## src/rtl/dmem_pkg.sv

```systemverilog
// Shared types and helpers for the data-memory access controller.
// Size and state encodings plus the alignment rule live here so all users agree.
package dmem_pkg;

    localparam int WORD_W  = 32;
    localparam int BYTES_W = WORD_W / 8;

    typedef enum logic [1:0] {
        SZ_BYTE = 2'd0,
        SZ_HALF = 2'd1,
        SZ_WORD = 2'd2,
        SZ_ILL  = 2'd3
    } size_e;

    typedef enum logic [1:0] {
        IDLE = 2'd0,
        RD   = 2'd1,
        WR   = 2'd2,
        DONE = 2'd3
    } state_e;

    // Illegal size is folded in so the FSM has a single error predicate.
    function automatic logic is_misaligned(input size_e sz, input logic [1:0] a);
        logic bad;
        bad = 1'b0;
        case (sz)
            SZ_BYTE: bad = 1'b0;
            SZ_HALF: bad = a[0];
            SZ_WORD: bad = (a != 2'b00);
            default: bad = 1'b1;
        endcase
        return bad;
    endfunction

endpackage

```

## src/rtl/dmem_lane.sv

```systemverilog
// Byte-lane steering: load extraction with sign/zero extension and
// sub-word store merge into a full memory word (little-endian lanes).
module dmem_lane
    import dmem_pkg::*;
(
    input  logic [31:0] word,
    input  logic [1:0]  addr,
    input  size_e       size,
    input  logic        uns,
    input  logic [31:0] wdata,
    output logic [31:0] load_ext,
    output logic [31:0] store_merged
);

    logic [7:0]  byte_sel;
    logic [15:0] half_sel;
    logic [4:0]  byte_base;
    logic [4:0]  half_base;

    always_comb begin
        byte_base = {addr, 3'b000};
        half_base = {addr[1], 4'b0000};
        byte_sel  = word[byte_base +: 8];
        half_sel  = word[half_base +: 16];
    end

    always_comb begin
        load_ext     = '0;
        store_merged = word;
        case (size)
            SZ_BYTE: begin
                load_ext = uns ? {24'd0, byte_sel} : {{24{byte_sel[7]}}, byte_sel};
                store_merged[byte_base +: 8] = wdata[7:0];
            end
            SZ_HALF: begin
                load_ext = uns ? {16'd0, half_sel} : {{16{half_sel[15]}}, half_sel};
                store_merged[half_base +: 16] = wdata[15:0];
            end
            SZ_WORD: begin
                load_ext     = word;
                store_merged = wdata;
            end
            default: begin
                load_ext     = '0;
                store_merged = word;
            end
        endcase
    end

endmodule

```

## src/rtl/dmem_access_ctrl.sv

```systemverilog
// Memory-stage access controller: one outstanding load/store at a time against a
// word-wide async-read/sync-write memory, with read-modify-write for sub-word stores.
//
// state | meaning
// IDLE  | ready for a request; fields registered on req_valid
// RD    | memory word read into word_q; load result or merged store word formed
// WR    | single-cycle mem_we with the final word
// DONE  | response held until resp_ready
module dmem_access_ctrl
    import dmem_pkg::*;
#(
    parameter int ADDR_W = 32
) (
    input  logic              clk,
    input  logic              reset_n,
    input  logic              req_valid,
    output logic              req_ready,
    input  logic              req_we,
    input  logic [1:0]        req_size,
    input  logic              req_unsigned,
    input  logic [ADDR_W-1:0] req_addr,
    input  logic [31:0]       req_wdata,
    output logic              resp_valid,
    input  logic              resp_ready,
    output logic [31:0]       resp_rdata,
    output logic              resp_err,
    output logic [ADDR_W-1:0] mem_a,
    output logic              mem_we,
    output logic [31:0]       mem_wd,
    input  logic [31:0]       mem_rd
);

    state_e      state;
    logic        we_q;
    size_e       size_q;
    logic        uns_q;
    logic [1:0]  addr_lo_q;
    logic [31:0] wdata_q;
    logic [31:0] word_q;

    size_e       req_sz;
    logic [31:0] lane_word;
    logic [31:0] load_ext;
    logic [31:0] store_merged;

    always_comb begin
        req_sz = size_e'(req_size);
    end

    // In RD the memory word is consumed the same cycle it is read, so steer mem_rd
    // straight into the lane logic rather than waiting a cycle for word_q.
    always_comb begin
        lane_word = (state == RD) ? mem_rd : word_q;
    end

    dmem_lane u_lane (
        .word         (lane_word),
        .addr         (addr_lo_q),
        .size         (size_q),
        .uns          (uns_q),
        .wdata        (wdata_q),
        .load_ext     (load_ext),
        .store_merged (store_merged)
    );

    always_ff @(posedge clk or negedge reset_n) begin
        if (!reset_n) begin
            state      <= IDLE;
            req_ready  <= 1'b1;
            resp_valid <= 1'b0;
            resp_err   <= 1'b0;
            resp_rdata <= '0;
            mem_a      <= '0;
            mem_we     <= 1'b0;
            mem_wd     <= '0;
            we_q       <= 1'b0;
            size_q     <= SZ_BYTE;
            uns_q      <= 1'b0;
            addr_lo_q  <= '0;
            wdata_q    <= '0;
            word_q     <= '0;
        end else begin
            mem_we <= 1'b0;
            case (state)
                IDLE: begin
                    if (req_valid) begin
                        we_q      <= req_we;
                        size_q    <= req_sz;
                        uns_q     <= req_unsigned;
                        addr_lo_q <= req_addr[1:0];
                        wdata_q   <= req_wdata;
                        req_ready <= 1'b0;
                        if (is_misaligned(req_sz, req_addr[1:0])) begin
                            state      <= DONE;
                            resp_valid <= 1'b1;
                            resp_err   <= 1'b1;
                            resp_rdata <= '0;
                        end else begin
                            mem_a <= {req_addr[ADDR_W-1:2], 2'b00};
                            if (req_we && req_sz == SZ_WORD) begin
                                state  <= WR;
                                mem_we <= 1'b1;
                                mem_wd <= req_wdata;
                            end else begin
                                state <= RD;
                            end
                        end
                    end
                end
                RD: begin
                    word_q <= mem_rd;
                    if (we_q) begin
                        state  <= WR;
                        mem_we <= 1'b1;
                        mem_wd <= store_merged;
                    end else begin
                        state      <= DONE;
                        resp_valid <= 1'b1;
                        resp_err   <= 1'b0;
                        resp_rdata <= load_ext;
                    end
                end
                WR: begin
                    state      <= DONE;
                    resp_valid <= 1'b1;
                    resp_err   <= 1'b0;
                    resp_rdata <= '0;
                end
                DONE: begin
                    if (resp_ready) begin
                        state      <= IDLE;
                        resp_valid <= 1'b0;
                        resp_err   <= 1'b0;
                        resp_rdata <= '0;
                        req_ready  <= 1'b1;
                    end
                end
                default: begin
                    state     <= IDLE;
                    req_ready <= 1'b1;
                end
            endcase
        end
    end

endmodule

```

## config.mk

```make
export PLATFORM = sky130hd
export DESIGN_NAME = dmem_access_ctrl
export DESIGN_NICKNAME = d
export VERILOG_FILES = /design/src/rtl/dmem_pkg.sv /design/src/rtl/dmem_lane.sv /design/src/rtl/dmem_access_ctrl.sv
export SDC_FILE = /design/constraint.sdc
export NUM_CORES = 1
export LEC_CHECK = 0
export ABC_CLOCK_PERIOD_IN_PS = 2490
export BUFFER_PORTS_ARGS = -buffer_cell sky130_fd_sc_hd__buf_2
export CORE_AREA = 3 3 150 152
export DETAILED_ROUTE_END_ITERATION = 10
export DIE_AREA = 0 0 153 155
export PLACE_DENSITY = 0.59
export RECOVER_POWER = 50
export SLEW_MARGIN = 20
export SYNTH_ARGS = -nofsm -noshare
export SYNTH_HDL_FRONTEND = slang
export SYNTH_SLANG_ARGS = --single-unit
```

## constraint.sdc

```tcl
create_clock -name clk -period 2.49 [get_ports clk]
set_input_delay 0.1245 -clock clk [delete_from_list [all_inputs] [get_ports clk]]
set_output_delay 0.1245 -clock clk [all_outputs]
set_load 0.01 [all_outputs]
```

==> impl_metrics.yaml <==
setup_path:
  cp_num_buf_inv: 3
  crit_top_cell: "inv_1"
  start_kind: "flip-flop"
  cp_top_family: "compound AO/OA/AOI/OAI gates"
  cp.arrival_ns: 2.76
  crit_fanout: 38
  cp_slowest_stage_delay_ns: 0.50
  crit_chain: "inv_1, ha_2, buf_12, mux2i_1, inv_1, a22o_1, o221ai_1, a21oi_1"
  endpoint_kind: "flip-flop"
  required_ns: 2.80
  path_class: "reg -> reg"
  slowest_stage: "mux2i_1"
sta:
  worst_hold_slack_ns: 0.0343
  fmax_mhz: 408
  fin_ws_ns: 0.0377
  period_needed_ns: 2.45
  finalCritPeriodShare_pct: 98.5
  rsz0062_at_grt: "true"
  final-setup-viol-count: 0
  worst_pin_slew_ns: 1.35
  finalHoldViolations: 0
  fin_skew_ns: 0.00929
  relSlewSlack_pct: 9.88
  slew_violations: 0
clocking:
  clockBufferDepth: 2
  numCtsBuffers: 17
  cts-root-buf: "clkbuf_16"
  cts_tree: "done"
  clk-insertion-delay-late_ns: 0.44
  clkSinkCount: 170
  htreeDepth: 4
  clkTransAtPathRegs_ns: 0.07
drt:
  avgRoutedWirePerCell_um: 20.0
  wl_mm: 27.4
  ant_nets: 0
  via_per_inst: 5.49
  drc_errors: 0
  drtIter0Drc: 666
  drtPass1Iterations: 5
  via_count: 7529
synthesis:
  synth_area_um2: 8450
  synth_top_cell_by_area: "dfrtp_1"
  synth_cell_types: 57
  yosysWarnings: 0
  async_reset_ff_share_pct: 100
  synth-edff-count: 0
  yosysMostFrequentCell: "dfrtp_1"
  yosysSeqAreaShare_pct: 50.4
  synth.area.top_cells: "dfrtp_1, mux2_2, mux2_1, nor2_1, a21oi_1"
  synth_common_cells: "dfrtp_1, nor2_1, nand2_1"
  syn_area_per_cell_um2: 10.3
  synth_top_flop_cell: "dfrtp_1"
  synth_top_area_share_pct: 50.1
  ys_ff_latch: 170
  syn_inst: 819
placement:
  place_inst: 1269
  hpwlAfterDp_mm: 19.6
  port_buffers: 201
  gp_congestion: 0.914
  post-place-ws_ns: 0.157
global_routing:
  grt_max_degree: 52
  first_global_vias: 7319
  antenna_found_initial: 0
  grt_overflow: 0
  grt_usage_pct: 23.0
  grt_first_pass_wirelength_mm: 43.1
finish:
  area_growth_pct: 31.3
  drive_above_1_share_pct: 25.8
  diodes: 0
  stdcell_count: 1371
  layout.nets: 1196
  post-route-util_pct: 52.4
floorplanning:
  io_pins: 204
  die_y_um: 155
  die_x_um: 153
  initial_core_util_pct: 39.9
  rows: 53
  core-area_um2: 21200
  die_area_um2: 23700
pwr:
  power_frac_comb_pct: 48.9
  power_switching_uw: 6300
  ir_drop_mv: 0.553
  pwr-share-seq_pct: 33.0
  p_int_uw: 8540
  power.leakage_uw: 0.00506
  switching_share_pct: 42.4
  p_total_uw: 14800
  powerDensity_nw_per_um2: 1340
  p_clk_share_pct: 18.1
outcome:
  status: "finished clean"
flow_run:
  maxCapViolCount: 0
hold_path:
  min_path_type: "in -> reg"
==> layout by cell type, fill, tap and decap left out, types with 18 or more instances in the layout <==
cell and instances:
inv_1 29, nor2_1 84, o21ai_0 51, dfrtp_1 169, mux2i_1 18, nand2_1 68, buf_2 152, o221ai_1 19
a22o_1 23, mux2_2 50, a21oi_1 56, mux2_1 30, buf_4 30, clkbuf_1 50, dlygate4sd3_1 70
==> through the flow <==
stage,instance area [um^2],setup TNS [ns]
floorplan,8450,0
global placement,9900,0
detailed placement,9900,0
CTS,11200,0
global route,11100,-0.0228
finish,11100,0
==> worst reg2reg max path: stages, from the launching register on <==
cell and delay [ns]:
dfrtp_1 0.42, inv_1 0.09, ha_2 0.32, buf_12 0.27, mux2i_1 0.54, inv_1 0.12, a22o_1 0.23, o221ai_1 0.22
a21oi_1 0.12
==> routing by layer <==
metal	GRT usage, %	wire [um]	up-vias
met3	4.31	1860	32
met1	33.6	12400	3703
met2	35.6	12700	301
met4	5.52	441	0
li1	-	-	3493
met5	0	0	-
==> worst paths after layout <==
kind / start / end / slack [ns] / cells past startpoint
setup / recovery: state[1] / mem_wd[19] / 0.04 / 8
hold / removal: mem_rd[24] / word_q[24] / 0.03 / 3
setup reg to reg: state[1] / mem_wd[19] / 0.04 / 8
hold reg to reg: resp_rdata[31] / resp_rdata[31] / 0.47 / 2
max in group asynchronous: reset_n / wdata_q[28] / 0.50 / 3
min in group asynchronous: reset_n / wdata_q[4] / 0.54 / 2
==> flip-flops by register name, summed over array words and instances, names as in the netlist <==
register and flops:
state 2, uns_q 1, mem_wd 32, resp_rdata 32, wdata_q 32, req_ready 1, addr_lo_q 2, size_q 2
resp_err 1, we_q 1, word_q 32, mem_we 1, resp_valid 1, mem_a 30
==> power by group through the flow <==
| stage | Clock (uW) | Sequential [uW] | Combinational [uW] |
|---|---|---|---|
| finish | 2690 | 4900 | 7250 |
| global route | 2850 | 5060 | 7930 |
| CTS | 2730 | 4870 | 7290 |
| detailed placement | 0 | 4920 | 7170 |
| global placement | 0 | 4890 | 7120 |
| floorplan | 0 | 5000 | 4380 |
==> cells by family after synthesis <==
kind of cell               Yosys count  share of synthesized area [%]
muxes                              102                           13.4
buffers and inverters               95                           4.62
other                                1                         0.0444
AOI/OAI and AO/OA                  254                           20.4
DFF                                170                           50.4
and+or+nand+nor                    188                           9.80
adders and majority gates            9                           1.33
==> cell type report <==
class | count | area, um^2
tap | 275 | 344
clock buffer | 19 | 433
sequential | 170 | 4260
fill | 1928 | 10100
clock inverter | 13 | 145
inverter | 30 | 113
multi-input combinational | 555 | 3820
timing repair buffer | 309 | 1980
==> timing repair <==
| action | CTS | global route |
|---|---|---|
| setup buffers | 0 | 0 |
| endpoints found under the setup margin | 0 | 6 |
| hold buffers | 70 | 0 |
| gates resized for setup | 0 | 3 |
| endpoints found under the hold margin | 122 | 0 |
No activity file was read; power rests on OpenSTA's default activity.
